File: src/rtl/dct_col_drain.sv
// Column drain between the 32x32 transpose buffer and the second DCT pass.
// Optional per-lane saturation and out_sat reporting: define ROUND_CLIP_SAT_EN (default build wraps instead).
module dct_col_drain #(
    parameter int IN_WIDTH  = 21,
    parameter int OUT_WIDTH = 16,
    parameter int SHIFT     = 11,
    parameter int N         = 32
) (
    input  logic                      clk,
    input  logic                      rst,
    input  logic                      blk_full,
    output logic                      blk_take,
    input  logic [N*IN_WIDTH-1:0]     col_in,
    output logic                      unload,
    output logic [N*OUT_WIDTH-1:0]    out_data,
    output logic [$clog2(N)-1:0]      out_col,
    output logic                      out_last,
    output logic                      out_sat,
    output logic                      out_valid,
    input  logic                      out_ready
);
    localparam int CW = $clog2(N);
    localparam logic [CW-1:0] CNT_LAST = CW'(N - 1);

    localparam logic [1:0] S_IDLE  = 2'd0;
    localparam logic [1:0] S_DRAIN = 2'd1;
    localparam logic [1:0] S_DONE  = 2'd2;

    localparam logic signed [IN_WIDTH:0] RND = (IN_WIDTH+1)'(64'sd1 <<< (SHIFT - 1));
`ifdef ROUND_CLIP_SAT_EN
    localparam logic signed [IN_WIDTH:0] CLIP_MAX = (IN_WIDTH+1)'((64'sd1 <<< (OUT_WIDTH - 1)) - 64'sd1);
    localparam logic signed [IN_WIDTH:0] CLIP_MIN = ~CLIP_MAX;
`endif

    logic [1:0]             state_q, state_d;
    logic [CW-1:0]          cnt_q, cnt_d;
    logic                   valid_q, valid_d;
    logic [N*OUT_WIDTH-1:0] data_q, data_d;
    logic [CW-1:0]          col_q, col_d;
    logic                   last_q, last_d;
    logic                   sat_q, sat_d;

    logic                   capture;
    logic [N*OUT_WIDTH-1:0] f_data;
    logic                   sat_any;
    logic signed [IN_WIDTH:0] x_ext, sum;
    logic [OUT_WIDTH-1:0]   lane;
`ifdef ROUND_CLIP_SAT_EN
    logic signed [IN_WIDTH:0] t;
`endif

    // unload is the capture strobe itself, so the buffer never advances during a stall
    assign capture   = (state_q == S_DRAIN) && (!valid_q || out_ready);
    assign unload    = capture;
    assign blk_take  = (state_q == S_DONE);
    assign out_data  = data_q;
    assign out_col   = col_q;
    assign out_last  = last_q;
    assign out_sat   = sat_q;
    assign out_valid = valid_q;

    // Round-half-up then arithmetic shift, one extra bit so the offset cannot overflow
    always_comb begin
        f_data  = '0;
        sat_any = 1'b0;
        x_ext   = '0;
        sum     = '0;
        lane    = '0;
`ifdef ROUND_CLIP_SAT_EN
        t       = '0;
`endif
        for (int unsigned i = 0; i < N; i++) begin
            x_ext = (IN_WIDTH+1)'($signed(col_in[i*IN_WIDTH +: IN_WIDTH]));
            sum   = x_ext + RND;
`ifdef ROUND_CLIP_SAT_EN
            t = sum >>> SHIFT;
            if (t > CLIP_MAX) begin
                lane    = CLIP_MAX[OUT_WIDTH-1:0];
                sat_any = 1'b1;
            end else if (t < CLIP_MIN) begin
                lane    = CLIP_MIN[OUT_WIDTH-1:0];
                sat_any = 1'b1;
            end else begin
                lane = t[OUT_WIDTH-1:0];
            end
`else
            lane = OUT_WIDTH'(sum >>> SHIFT);
`endif
            f_data[i*OUT_WIDTH +: OUT_WIDTH] = lane;
        end
    end

    always_comb begin
        state_d = state_q;
        cnt_d   = cnt_q;
        valid_d = valid_q;
        data_d  = data_q;
        col_d   = col_q;
        last_d  = last_q;
        sat_d   = sat_q;
        case (state_q)
            S_IDLE: begin
                cnt_d = '0;
                if (blk_full) state_d = S_DRAIN;
            end
            S_DRAIN: begin
                if (capture) begin
                    cnt_d = cnt_q + CW'(1);
                    if (cnt_q == CNT_LAST) state_d = S_DONE;
                end
            end
            S_DONE:  state_d = S_IDLE;
            default: state_d = S_IDLE;
        endcase
        if (capture) begin
            data_d  = f_data;
            col_d   = cnt_q;
            last_d  = (cnt_q == CNT_LAST);
            sat_d   = sat_any;
            valid_d = 1'b1;
        end else if (valid_q && out_ready) begin
            valid_d = 1'b0;
        end
    end

    always_ff @(posedge clk) begin
        if (rst) begin
            state_q <= S_IDLE;
            cnt_q   <= '0;
            valid_q <= 1'b0;
            data_q  <= '0;
            col_q   <= '0;
            last_q  <= 1'b0;
            sat_q   <= 1'b0;
        end else begin
            state_q <= state_d;
            cnt_q   <= cnt_d;
            valid_q <= valid_d;
            data_q  <= data_d;
            col_q   <= col_d;
            last_q  <= last_d;
            sat_q   <= sat_d;
        end
    end
endmodule

File: config.mk
export PLATFORM = sky130hd
export DESIGN_NAME = dct_col_drain
export DESIGN_NICKNAME = d
export VERILOG_FILES = /design/src/rtl/dct_col_drain.sv
export SDC_FILE = /design/constraint.sdc
export NUM_CORES = 1
export LEC_CHECK = 0
export CAP_MARGIN = 10
export CELL_PAD_IN_SITES_DETAIL_PLACEMENT = 1
export CELL_PAD_IN_SITES_GLOBAL_PLACEMENT = 1
export CORE_AREA = 2 2 466 468
export CTS_CLUSTER_SIZE = 24
export DETAILED_ROUTE_END_ITERATION = 7
export DIE_AREA = 0 0 468 470
export PLACE_DENSITY = 0.42
export SETUP_SLACK_MARGIN = 0.4
export SLEW_MARGIN = 30
export SYNTH_ARGS = -nofsm -noshare
export SYNTH_HDL_FRONTEND = slang
export SYNTH_SLANG_ARGS = --single-unit
File: constraint.sdc
create_clock -name clk -period 4.83 [get_ports clk]
set_clock_uncertainty 0.15 [all_clocks]
set_input_delay 0.966 -clock clk [delete_from_list [all_inputs] [get_ports clk]]
set_output_delay 0.966 -clock clk [all_outputs]
set_load 0.01 [all_outputs]
==> summary.md <==
| Metric | Value |
|---|---|
| Status | `finished clean` |
| Reg clk slew, reported paths | `60 ps` |
| CTS sink count | `roughly 370` |
| NumNets Final | `~3700` |
| Port Buffers | `between 800 and 900` |
| Worst EP arrival | `between 2000 and 3000 ps` |
| Maxcap violations | `0` |
| Net count after synthesis | `about 3000` |
| Layout cells sized above 1 | `~3.9%` |
| Cell row count | `171` |
| Overflow after GRT | `0` |
| Area occupied by multi-input gates | `around 9600 um2` |
| Seq/Total Area, Yosys | `about two fifths` |
| Commonest non-fill, non-tap cell in the layout | `clkdlybuf4s50_1` |
| Measured slew at the worst slew-check pin | `about 840 ps` |
| FF+latch count, synth | `366` |
| Vias | `about 19000` |
| Drt via density | `~3.2` |
| Final GP Congestion | `roughly 0.85` |
| Core Area | `215700 um2` |
| Period utilization | `around 80%` |
| Syn_area_per_cell | `between 8 and 9 um2` |
| RSZ-0062 raised after global routing | `no` |
| Clk_lat worst skew | `approximately 650 ps` |
| Slew headroom | `about 44%` |
| Largest net degree at the start of global routing | `between 150 and 200` |
| CP max FO | `11` |
| Initial antenna violation count | `15` |
| Pleak | `~9.9 nW` |
| Die W | `approximately 470 um` |
| Drt drc | `0` |
| Power Dens Cells | `~310 nW/um2` |
| Initial DRC count | `about 600` |
| Worst setup EP type | `output port` |
| Worst vdd ir | `roughly 240 uV` |
| Vias in the first global route | `between 15000 and 20000` |
| Hold buffer count at CTS | `0` |
| Io pins | `roughly 1200` |
| # Post-CTS Setup Buffers | `0` |
| Slew Viols, Final | `0` |
| Htree depth | `2` |
| Most used DFF post-synth | `dfxtp_1` |
| Fill cells | `approximately 25000` |
| Final Hold Fails | `0` |
| Most frequent cells in the layout | `clkdlybuf4s50_1 (875), dfxtp_1 (366), nor2_1 (364), a211oi_1 (280), nand2_1 (201)` |
| HPWL Detailed | `between 90 and 100 mm` |
| HP Class | `reg -> reg` |
| Tmin final | `about 4000 ps` |
| Layout area overhead | `67.69%` |
| CP Class | `in -> out` |
| Clock Tree Buf Depth | `3` |
| Ys async rst share | `0%` |
| CP Launch Type | `input port` |
| Cell count after synthesis | `between 2000 and 2500` |
| Sequential cell area | `7327 um2` |
| Root Buffer | `clkbuf_16` |
| TNS Setup | `0 ps` |
| First-pass GRT wire length | `around 160 mm` |
| Die ar. | `220000 um2` |
| Router iterations before antenna repair | `6` |
| Syn. warnings | `0` |
| Die Y | `470 um` |
| Routed WL | `around 120 mm` |
| Post-synth EDFFs | `0` |
| Final ANT Viol Nets | `0` |
| Initial Util | `~8.7%` |
| Required time of the critical path | `around 3700 ps` |
| Fmax | `roughly 250 MHz` |
| Mapped cell area | `18780 um2` |
| Total GRT Usage | `approximately 10%` |
| WL per Instance | `between 15 and 20 um` |
| Finish-stage setup viols | `0` |
| Cts bufs inserted | `54` |
| Tot Pwr | `9.830 mW` |
| PostCTS Resize Cnt | `0` |
| TritonCTS clock tree | `done` |
| Netlist cell types | `roughly 40` |
-- state kept, by name (all words and copies together), names as in the netlist --
name and cells:
cnt_q 5, out_col 5, out_data 352, out_last 1
out_valid 1, state_q 2
-- final cells by class --
class                           count  share of cell area, %
Antenna cell                        8                0.06358
Clock buffer                       84                  5.193
Clock inverter                     16                 0.6000
Inverter                           36                 0.4530
Multi-Input combinational cell   1603                  30.34
Sequential cell                   366                  23.27
Tap cell                         2854                  11.34
Timing Repair Buffer              903                  28.74
-- logic make-up after synthesis --
group           after synthesis  share of synthesized area, %
compound gates              383                         14.23
xor+xnor                    279                         13.01
fa+ha+maj                    34                         2.265
buf+inv                     318                         10.15
flops                       366                         39.02
other cells                   1                       0.01997
simple gates                906                         21.30
-- per-layer routing --
layer  global-route usage [%]  routed length, um  vias to the layer above
met5                        0                 39                        -
met4                    2.404               2476                        6
met3                    5.241              14100                      104
met2                    17.40              54880                      732
met1                    11.32              45860                     8992
li1                         -                  -                     9158
-- worst max-delay path: stages --
cell and delay, ps:
clkdlybuf4s50_1 480, nand2b_1 390, nand2_8 170, inv_8 200
clkdlybuf4s50_1 590
-- cells in the mapped netlist, types with 2 or more instances --
master / n / area [um2]
dfxtp_1: 366 / 7327
o21ai_0: 6 / 30.03
clkbuf_1: 45 / 168.9
nand3_1: 151 / 755.7
o31ai_1: 5 / 37.54
a211oi_1: 280 / 2102
nor2b_1: 2 / 12.51
inv_1: 35 / 131.4
buf_2: 69 / 345.3
xor2_1: 87 / 762.0
ha_1: 34 / 425.4
and2_1: 2 / 12.51
nand4_1: 40 / 250.2
nand2_1: 201 / 754.5
and4_1: 9 / 78.83
nor3_1: 82 / 410.4
a21oi_1: 78 / 390.4
nor2_1: 364 / 1366
o211ai_1: 2 / 15.01
or3_1: 26 / 162.7
nand2b_1: 3 / 18.77
and3_1: 15 / 93.84
buf_4: 165 / 1239
nor3b_1: 2 / 15.01
a22oi_1: 2 / 15.01
or4_1: 2 / 15.01
xnor2_1: 192 / 1682
buf_1: 2 / 7.510
a21o_1: 2 / 15.01
nor4_1: 5 / 31.28
a311oi_1: 3 / 26.28
-- stage by stage --
stage	cell area, um2	hold slack, ps	setup WS [ps]	cells	utilization, %
after floorplan	18780	298.9	1892	2287	-
after global placement	29640	295.4	728.8	5762	13.75
after detailed placement	29640	300.0	708.3	5762	13.75
after CTS	31470	310.1	769.6	5862	14.59
after global routing	31470	326.9	723.4	5863	14.59
final	31490	304.8	860.9	5870	14.60
-- final timing paths --
path                                     from             to  slack [ps]  cells after the start
worst min register to register  out_data[256]  out_data[256]         300                      2
worst min-delay path            out_data[256]  out_data[256]         300                      2
worst max register to register      out_valid  out_data[367]        2060                      6
worst max-delay path                out_ready         unload         860                      5
-- power by group --
group          switching [mW]  internal, mW
Combinational            1.16          1.08
Clock                    1.68          2.48
Sequential              0.172          3.26
Total                    3.01          6.82
(Power assumes the default switching activity.)
